## src/rtl/light_stand_pkg.sv

```systemverilog
// Shared encodings for the light stand brightness controller: level codes,
// widths and the per-level duty targets used by the controller and comparator.
package light_stand_pkg;

    localparam int STATE_W = 3;
    localparam int DUTY_W  = 10;

    typedef enum logic [STATE_W-1:0] {
        ST_OFF = 3'd0,
        ST_L1  = 3'd1,
        ST_L2  = 3'd2,
        ST_L3  = 3'd3,
        ST_L4  = 3'd4
    } state_t;

    localparam logic [DUTY_W-1:0] DUTY_OFF = 10'd0;
    localparam logic [DUTY_W-1:0] DUTY_L1  = 10'd300;
    localparam logic [DUTY_W-1:0] DUTY_L2  = 10'd600;
    localparam logic [DUTY_W-1:0] DUTY_L3  = 10'd800;
    localparam logic [DUTY_W-1:0] DUTY_L4  = 10'd999;

    function automatic logic [DUTY_W-1:0] level_duty(input state_t s);
        logic [DUTY_W-1:0] d;
        case (s)
            ST_L1:   d = DUTY_L1;
            ST_L2:   d = DUTY_L2;
            ST_L3:   d = DUTY_L3;
            ST_L4:   d = DUTY_L4;
            default: d = DUTY_OFF;
        endcase
        return d;
    endfunction

    // Undefined codes fall back to OFF rather than continuing the cycle.
    function automatic state_t next_level(input state_t s);
        state_t n;
        case (s)
            ST_OFF:  n = ST_L1;
            ST_L1:   n = ST_L2;
            ST_L2:   n = ST_L3;
            ST_L3:   n = ST_L4;
            default: n = ST_OFF;
        endcase
        return n;
    endfunction

endpackage

```

## src/rtl/btn_edge_detect.sv

```systemverilog
// Two-flop synchronizer for the debounced button plus a registered rising-edge
// pulse; a rise sampled at edge k is acted on by the consumer at edge k+3.
module btn_edge_detect (
    input  logic i_clk,
    input  logic i_reset,
    input  logic i_btn,
    output logic o_press
);

    logic s1;
    logic s2;
    logic s3;
    logic press_q;

    always_ff @(posedge i_clk or posedge i_reset) begin
        if (i_reset) begin
            s1      <= 1'b0;
            s2      <= 1'b0;
            s3      <= 1'b0;
            press_q <= 1'b0;
        end else begin
            s1      <= i_btn;
            s2      <= s1;
            s3      <= s2;
            press_q <= s2 & ~s3;
        end
    end

    assign o_press = press_q;

endmodule

```

## src/rtl/light_stand_ctrl.sv

```systemverilog
// Brightness controller: button-driven level FSM, PWM period counter, per-period
// duty ramp toward the level target, registered PWM output and idle auto-off.
//
//   state  | meaning
//   ST_OFF | light off, duty fading to 0, idle timer held clear
//   ST_L1  | level 1, target duty 300
//   ST_L2  | level 2, target duty 600
//   ST_L3  | level 3, target duty 800
//   ST_L4  | level 4, target duty 999
module light_stand_ctrl
    import light_stand_pkg::*;
#(
    parameter int PERIOD           = 1000,
    parameter int FADE_STEP        = 20,
    parameter int AUTO_OFF_PERIODS = 60000
) (
    input  logic               i_clk,
    input  logic               i_reset,
    input  logic               i_btn,
    input  logic               i_off,
    output logic               o_pwm,
    output logic [STATE_W-1:0] o_state,
    output logic [DUTY_W-1:0]  o_duty,
    output logic               o_period_tick
);

    localparam logic [9:0]  CNT_MAX   = 10'(PERIOD - 1);
    // Any step of 1023 or more already covers the full duty range in one tick.
    localparam int          STEP_SAT  = (FADE_STEP > 1023) ? 1023 : FADE_STEP;
    localparam logic [10:0] STEP      = 11'(STEP_SAT);
    localparam bit          AUTO_EN   = (AUTO_OFF_PERIODS != 0);
    localparam logic [15:0] IDLE_LAST = 16'(AUTO_OFF_PERIODS - 1);

    logic [9:0]        cnt_q;
    logic              period_tick;
    logic              press;
    state_t            state_q;
    state_t            state_d;
    logic [15:0]       idle_q;
    logic [15:0]       idle_d;
    logic [DUTY_W-1:0] duty_q;
    logic [DUTY_W-1:0] duty_d;
    logic [DUTY_W-1:0] target;
    logic [10:0]       up_sum;
    logic [10:0]       dn_floor;
    logic              pwm_q;

    btn_edge_detect u_btn (
        .i_clk   (i_clk),
        .i_reset (i_reset),
        .i_btn   (i_btn),
        .o_press (press)
    );

    always_ff @(posedge i_clk or posedge i_reset) begin
        if (i_reset) begin
            cnt_q <= '0;
        end else if (cnt_q == CNT_MAX) begin
            cnt_q <= '0;
        end else begin
            cnt_q <= cnt_q + 10'd1;
        end
    end

    assign period_tick = (cnt_q == CNT_MAX);

    always_ff @(posedge i_clk or posedge i_reset) begin
        if (i_reset) begin
            state_q <= ST_OFF;
            idle_q  <= '0;
        end else begin
            state_q <= state_d;
            idle_q  <= idle_d;
        end
    end

    always_comb begin
        state_d = state_q;
        idle_d  = idle_q;
        if (i_off) begin
            state_d = ST_OFF;
            idle_d  = '0;
        end else if (press) begin
            state_d = next_level(state_q);
            idle_d  = '0;
        end else begin
            case (state_q)
                ST_L1, ST_L2, ST_L3, ST_L4: begin
                    if (period_tick) begin
                        if (AUTO_EN && (idle_q == IDLE_LAST)) begin
                            state_d = ST_OFF;
                            idle_d  = '0;
                        end else begin
                            idle_d = idle_q + 16'd1;
                        end
                    end
                end
                default: begin
                    state_d = ST_OFF;
                    idle_d  = '0;
                end
            endcase
        end
    end

    // Ramp arithmetic is 11 bits wide so the sum cannot wrap before clamping.
    assign target   = level_duty(state_q);
    assign up_sum   = {1'b0, duty_q} + STEP;
    assign dn_floor = {1'b0, target} + STEP;

    always_comb begin
        duty_d = duty_q;
        if (period_tick) begin
            if (duty_q < target) begin
                duty_d = (up_sum > {1'b0, target}) ? target : up_sum[9:0];
            end else if (duty_q > target) begin
                duty_d = ({1'b0, duty_q} <= dn_floor) ? target : (duty_q - STEP[9:0]);
            end
        end
    end

    always_ff @(posedge i_clk or posedge i_reset) begin
        if (i_reset) begin
            duty_q <= '0;
            pwm_q  <= 1'b0;
        end else begin
            duty_q <= duty_d;
            pwm_q  <= (cnt_q < duty_q);
        end
    end

    assign o_pwm         = pwm_q;
    assign o_state       = state_q;
    assign o_duty        = duty_q;
    assign o_period_tick = period_tick;

endmodule
```

## config.mk

```make
export PLATFORM = sky130hd
export DESIGN_NAME = light_stand_ctrl
export DESIGN_NICKNAME = d
export VERILOG_FILES = /design/src/rtl/light_stand_pkg.sv /design/src/rtl/btn_edge_detect.sv /design/src/rtl/light_stand_ctrl.sv
export SDC_FILE = /design/constraint.sdc
export NUM_CORES = 1
export LEC_CHECK = 0
export ABC_AREA = 1
export CORE_ASPECT_RATIO = 0.75
export CORE_UTILIZATION = 60
export CTS_CLUSTER_SIZE = 10
export DETAILED_ROUTE_END_ITERATION = 16
export HOLD_SLACK_MARGIN = 0.15
export PLACE_DENSITY = 0.87
export SETUP_SLACK_MARGIN = 0.15
export SLEW_MARGIN = 5
export SYNTH_ARGS = -nofsm -noshare
export SYNTH_HDL_FRONTEND = slang
export SYNTH_SLANG_ARGS = --single-unit
```

## constraint.sdc

```tcl
create_clock -name i_clk -period 6.5 [get_ports i_clk]
set_input_delay 1.3 -clock i_clk [delete_from_list [all_inputs] [get_ports i_clk]]
set_output_delay 1.3 -clock i_clk [all_outputs]
set_load 0.1 [all_outputs]
```

Yosys cells after proc, flatten, opt, wreduce, memory -nomap -nowiden
Cells that the tools add are included.
{ "word_totals": {"reg_bits": 44, "word_cells": 51, "in_bits": 4, "output_inout_bits": 15} }
{ "classes": {"eq_ne": 8, "reduce_logical": 5, "n_lt_le_gt_ge": 5, "muxes": 17, "bitwise": 2, "addsub": 5} }
{ "op_table": {"columns": ["op", "count"], "rows": [
  ["two-way mux 16 bit", 5],
  ["two-way mux 10 bit", 5],
  ["one-hot mux 10 bit (4 select lines)", 1],
  ["adder 10 x 5 -> 11 bit, second input constant", 2],
  ["less-than comparator 10 bit", 2],
  ["adder 16 x 1 -> 16 bit, second input constant", 1],
  ["== test 16 bit, second input constant", 1],
  ["two-way mux 3 bit", 5],
  ["one-hot mux 3 bit (4 select lines)", 1],
  ["greater-than comparator 11 x 10 -> 1 bit", 1],
  ["less-or-equal comparator 10 x 11 -> 1 bit", 1],
  ["adder 10 x 1 -> 10 bit, second input constant", 1],
  ["== test 10 bit, second input constant", 1],
  ["greater-than comparator 10 bit", 1],
  ["subtractor 10 x 5 -> 10 bit, second input constant", 1],
  ["!= test 4 x 3 -> 1 bit, second input constant", 2],
  ["== test 3 x 2 -> 1 bit, second input constant", 2],
  ["AND reduction 2 bit", 2],
  ["OR reduction 4 bit", 1],
  ["== test 3 x 1 -> 1 bit, second input constant", 1],
  ["== test 3 bit, second input constant", 1],
  ["zero test 3 bit", 1],
  ["nonzero test 2 bit", 1],
  ["bitwise AND 1 bit", 1],
  ["inverter 1 bit", 1]
]} }

Logic depth before layout (Yosys ltp)
{ "logic_depth": {"depth_word": 7, "depth_mapped": 20, "ltp_nobuf": 20} }

Hierarchy
From an unflattened synthesis, not the netlist that was laid out.
{ "unflattened": {"cells_unflattened": 527, "hier_area_um2": 3707.3} }
{ "by_module_without_submodules": {"columns": ["mod", "area_per_inst_um2", "instances", "seq_area_each_um2", "cells_per_inst"], "rows": [
  ["light_stand_ctrl", 3593.4, 1, 975.9, 520],
  ["btn_edge_detect", 113.9, 1, 100.1, 7]
]} }

Least setup slack after synthesis
No wires, ideal clock.
{ "synth_path": {"path_kind": "register to register", "from": "register state_q[2] (netlist: o_state[2])", "to": "register duty_q[7] (netlist: o_duty[7])", "required_ns": 6.379, "setup_slack_ns": 3.168, "setup_ns": 0.121, "t_arrival_ns": 3.211, "path_buffers": 0, "synth_period_minus_slack_ns": 3.332, "path_stages_with_launch": 21, "path_cell_list": "dfrtp_1 inv_1 nor3_4 inv_1 nand2_1 ha_1 inv_1 xor2_1 ha_1 nand2_1 nand2_1 nand2_1 nand2_1 nand2_1 nand3_1 nand2_1 nand2_1 nand3_1 nand2_1 nand2_1 nand2_1"} }
{ "synth_via": {"elab_chain_len": 7, "word_cells_on_any_way": 16, "cone_classes": "add/sub (1); order compare (4); eq/ne (4); mux (5); reduce/logical (2)"} }
{ "synth_lines": {"columns": ["element", "line", "rtl"], "rows": [
  ["start, declared", "light_stand_ctrl.sv:37", "state_t state_q;"],
  ["start signal, assigned", "light_stand_ctrl.sv:72", "state_q <= state_d;"],
  ["== test 3 bit, or another cell as far along", "light_stand_pkg.sv:24", "case (s)"],
  ["one-hot mux 10 bit (4 select lines) *", "light_stand_pkg.sv:24", null],
  ["adder 10 x 5 -> 11 bit", "light_stand_ctrl.sv:109", "assign dn_floor = {1'b0, target} + STEP;"],
  ["less-or-equal comparator 10 x 11 -> 1 bit", "light_stand_ctrl.sv:117", "duty_d = ({1'b0, duty_q} <= dn_floor) ? target : (duty_q - STEP[9:0]);"],
  ["two-way mux 10 bit", "light_stand_ctrl.sv:117", null],
  ["two-way mux 10 bit", "light_stand_ctrl.sv:116", "end else if (duty_q > target) begin"],
  ["two-way mux 10 bit", "light_stand_ctrl.sv:114", "if (duty_q < target) begin"],
  ["end signal, assigned", "light_stand_ctrl.sv:127", "duty_q <= duty_d;"],
  ["end, declared", "light_stand_ctrl.sv:41", "logic [DUTY_W-1:0] duty_q;"]
]} }
Every way passes the cells marked *; elsewhere a longest branch is shown, timed or not. The select of a mux whose other input is x is not followed.
A chain may end at the register's enable or synchronous reset.

Worst setup path in the final report
{ "layout_path": {"from": "register cnt_q[0]", "to": "output o_period_tick"} }
{ "layout_via": {"elab_chain_len": 1} }
{ "layout_lines": {"columns": ["element", "line", "rtl"], "rows": [
  ["start, declared", "light_stand_ctrl.sv:34", "logic [9:0] cnt_q;"],
  ["start signal, assigned", "light_stand_ctrl.sv:61", "cnt_q <= cnt_q + 10'd1;"],
  ["== test 10 bit", "light_stand_ctrl.sv:65", "assign period_tick = (cnt_q == CNT_MAX);"],
  ["end, declared", "light_stand_ctrl.sv:24", "output logic o_period_tick"]
]} }
No other way between the ends.

==> results.py <==
metrics = {
    "pwr": {
        "power_leakage_nw": 2.09,
        "pwr-share-seq_pct": 51.5,
        "ir_worst_vdd_mv": 0.0883,
        "finalPower_uw": 525,
        "power_switching_uw": 150,
        "p_int_uw": 376,
        "power_frac_comb_pct": 13.8,
        "swShare_pct": 28.5,
        "p_clk_share_pct": 34.7,
        "power_density_mw_per_mm2": 131,
    },
    "run_status": {
        "status": "complete, no violations",
    },
    "clocking": {
        "cts_buffers": 5,
        "cts_setup_buffers": 0,
        "hold_buffers": 0,
        "root_buffer": "clkbuf_8",
        "clockBufferDepth": 2,
        "clkTransAtPathRegs_ns": 0.09,
        "cts_tree": "yes",
        "cts_resized": 0,
        "clock_sinks": 43,
        "clkLatencyLatePin_ns": 0.30,
        "htreeDepth": 2,
    },
    "worst_hold_path": {
        "hp-class": "register to register",
        "min_path_cells": 0,
    },
    "critical_path": {
        "crit_chain": "ha_1 -> nand3_1 -> nor2_1 -> nand2_1 -> clkinv_1 -> clkdlybuf4s50_1",
        "rrSetupSlack_ns": 3.17,
        "crit_path_end_kind": "primary output",
        "cp-endpoint": "o_period_tick",
        "critPathMaxFanout": 9,
        "rr_startpoint": "o_state[1]",
        "startpoint": "cnt_q[0]",
        "critPathKind": "register to primary output",
        "cpLargestDelayFamily": "buffers and inverters",
        "cp.required_ns": 5.20,
        "crit_arrival_ns": 2.73,
        "rr_worst_depth": 18,
        "slowest_stage": "clkdlybuf4s50_1",
        "worstSetupStartpointType": "register",
        "path_depth": 6,
        "reg2reg_to": "o_duty[0]",
        "cpPeakStageDelay_ns": 1.17,
        "path_buf_inv": 2,
    },
    "floorplan": {
        "num_rows": 24,
        "die_h_um": 69.7,
        "start_util_pct": 62.7,
        "ios": 19,
        "die_area_mm2": 0.00644,
        "core_mm2": 0.00586,
        "die_w_um": 92.3,
    },
    "global_routing": {
        "grt_pass1_vias": 3121,
        "antenna_found_initial": 0,
        "grt_pass1_wl_um": 14700,
        "grt_max_degree": 44,
        "globalRouteOverflowTotal": 0,
        "grt_use_total_pct": 28.5,
    },
    "sta": {
        "grt_setup_unrepaired": "false",
        "clock-skew-final_ns": 0.00889,
        "tightest_slew_ns": 0.976,
        "fin_tns_setup_ns": 0,
        "timing.hold.ws_ns": 0.354,
        "max_freq_mhz": 248,
        "final-hold-violation-count": 0,
        "maxSlewViolCount": 0,
        "max_slew_margin_pct": 34.7,
        "min_period_over_period_pct": 62.1,
        "fin_crit_ns": 4.03,
        "setup_violations": 0,
    },
    "synthesis": {
        "synth_top_area_share_pct": 29.3,
        "netlist_area_mm2": 0.00367,
        "synth_warnings": 0,
        "synth_ff_type": "dfrtp_1",
        "synthCells": 513,
        "ys_ff_latch": 43,
        "synth.area.mux_share_pct": 0,
        "synth_xor_area_share_pct": 3.34,
        "synth_edf_count": 0,
        "netlist_top_cells_area": "dfrtp_1 (29%), nand2_1 (14%), ha_1 (14%), inv_1 (7.9%), nand3_1 (7.4%)",
        "synth_compound_gate_area_share_pct": 8.32,
        "synthSimpleGateAreaFrac_pct": 35.7,
        "synth_nets": 557,
        "ys_seq_area_share_pct": 29.3,
        "synthAdderAreaFrac_pct": 13.6,
        "yosysUniqueCellTypes": 43,
        "synthArstFlopShare_pct": 100,
        "syn_avg_cell_area_um2": 7.16,
        "synth.largest_area_cell": "dfrtp_1",
        "synth_top_family_by_area": "simple AND/OR/NAND/NOR gates",
    },
    "drt": {
        "antenna_left": 0,
        "drtPass1Iterations": 5,
        "drc": 0,
        "vias": 3503,
        "drtIter0Drc": 267,
        "viasPerCell": 5.71,
        "wl_per_cell_um": 14.1,
        "routed_wirelength_um": 8650,
    },
    "layout": {
        "final_nets": 579,
        "final_cell_mix": "nand2_1 (139), inv_1 (76), nand3_1 (54), dfrtp_1 (43), ha_1 (40)",
        "area_delta_synth_final_pct": 9.58,
        "layout_commonest_cell": "nand2_1",
        "diodes": 0,
        "drive_above_1_share_pct": 6.16,
    },
    "place": {
        "hpwl_um": 6650,
        "gp_congestion": 0.924,
        "io_buffers": 18,
    },
    "job": {
        "maxCapViolCount": 0,
    },
}
## sequential cells by signal (all words and copies together) (netlist names)
register / flops
o_state: 3
u_btn.s1: 1
cnt_q: 10
u_btn.o_press: 1
idle_q: 16
u_btn.s3: 1
o_pwm: 1
u_btn.s2: 1
o_duty: 9
## worst register-to-register path, delay by kind of cell, from the launching register on
family / cells / cell delay (ns)
simple gates: 12 / 1.74
fa+ha+maj: 2 / 0.50
flops: 1 / 0.47
buf+inv: 2 / 0.26
xor+xnor: 1 / 0.18
compound gates: 1 / 0.10
## worst min-delay path by stage
stage	start	to	slack, ns
6_report	u_btn.s1	u_btn.s2	0.35
5_1_grt	u_btn.s1	u_btn.s2	0.37
4_1_cts	u_btn.s1	u_btn.s2	0.36
3_5_place_dp	u_btn.s1	u_btn.s2	0.34
3_3_place_gp	u_btn.s1	u_btn.s2	0.33
2_1_floorplan	u_btn.s1	u_btn.s2	0.33
## logic make-up after synthesis
family	after synthesis
AOI/OAI and AO/OA	51
xor gates and xnor gates	14
adders and majority gates	40
buffers and inverters	87
DFF	43
and+or+nand+nor	278
## synth_stat cells, types with 2 or more instances
master and number:
a21oi_1 23, clkinv_1 2, dfrtp_1 43, ha_1 40, inv_1 77, inv_2 3, nand2_1 139, nand2_2 2
nand3_1 54, nand4_1 16, nand4_4 2, nor2_1 38, nor3_1 14, nor3_2 2, o21ai_0 12, o21ai_1 5
o21ai_2 2, xor2_1 14
## stage by stage
stage	area (um2)	setup slack, ns	utilization, %	instances
detailed placement	3920	2.79	67.0	606
global placement	3920	2.85	67.0	606
finish	4020	2.47	68.7	614
floorplan	3670	3.17	-	513
global route	4020	2.28	68.7	614
CTS	4020	2.45	68.7	614
## final cells by class
class,count,area [um2]
Sequential cell,43,1080
Clock buffer,6,82.6
Clock inverter,2,16.3
Multi-Input combinational cell,383,2240
Fill cell,486,1830
Inverter,83,324
Tap cell,78,97.6
Timing Repair Buffer,19,188
## per-layer routing
| metal | GRT usage [%] | share of wire (%) |
|---|---|---|
| met1 | 41.4 | 46 |
| met2 | 44.7 | 46 |
| met3 | 4.50 | 7.0 |
| met4 | 6.25 | 1.1 |
| met5 | 0 | 0 |
## power by group through the flow
| stage | Sequential [mW] | Combinational [mW] | Clock, mW |
|---|---|---|---|
| after floorplan | 0.278 | 0.0512 | 0 |
| after global placement | 0.276 | 0.0695 | 0 |
| after detailed placement | 0.276 | 0.0711 | 0 |
| after CTS | 0.270 | 0.0713 | 0.184 |
| after global routing | 0.271 | 0.0818 | 0.197 |
| final | 0.270 | 0.0726 | 0.182 |
Power figures use the tool's default switching activity.
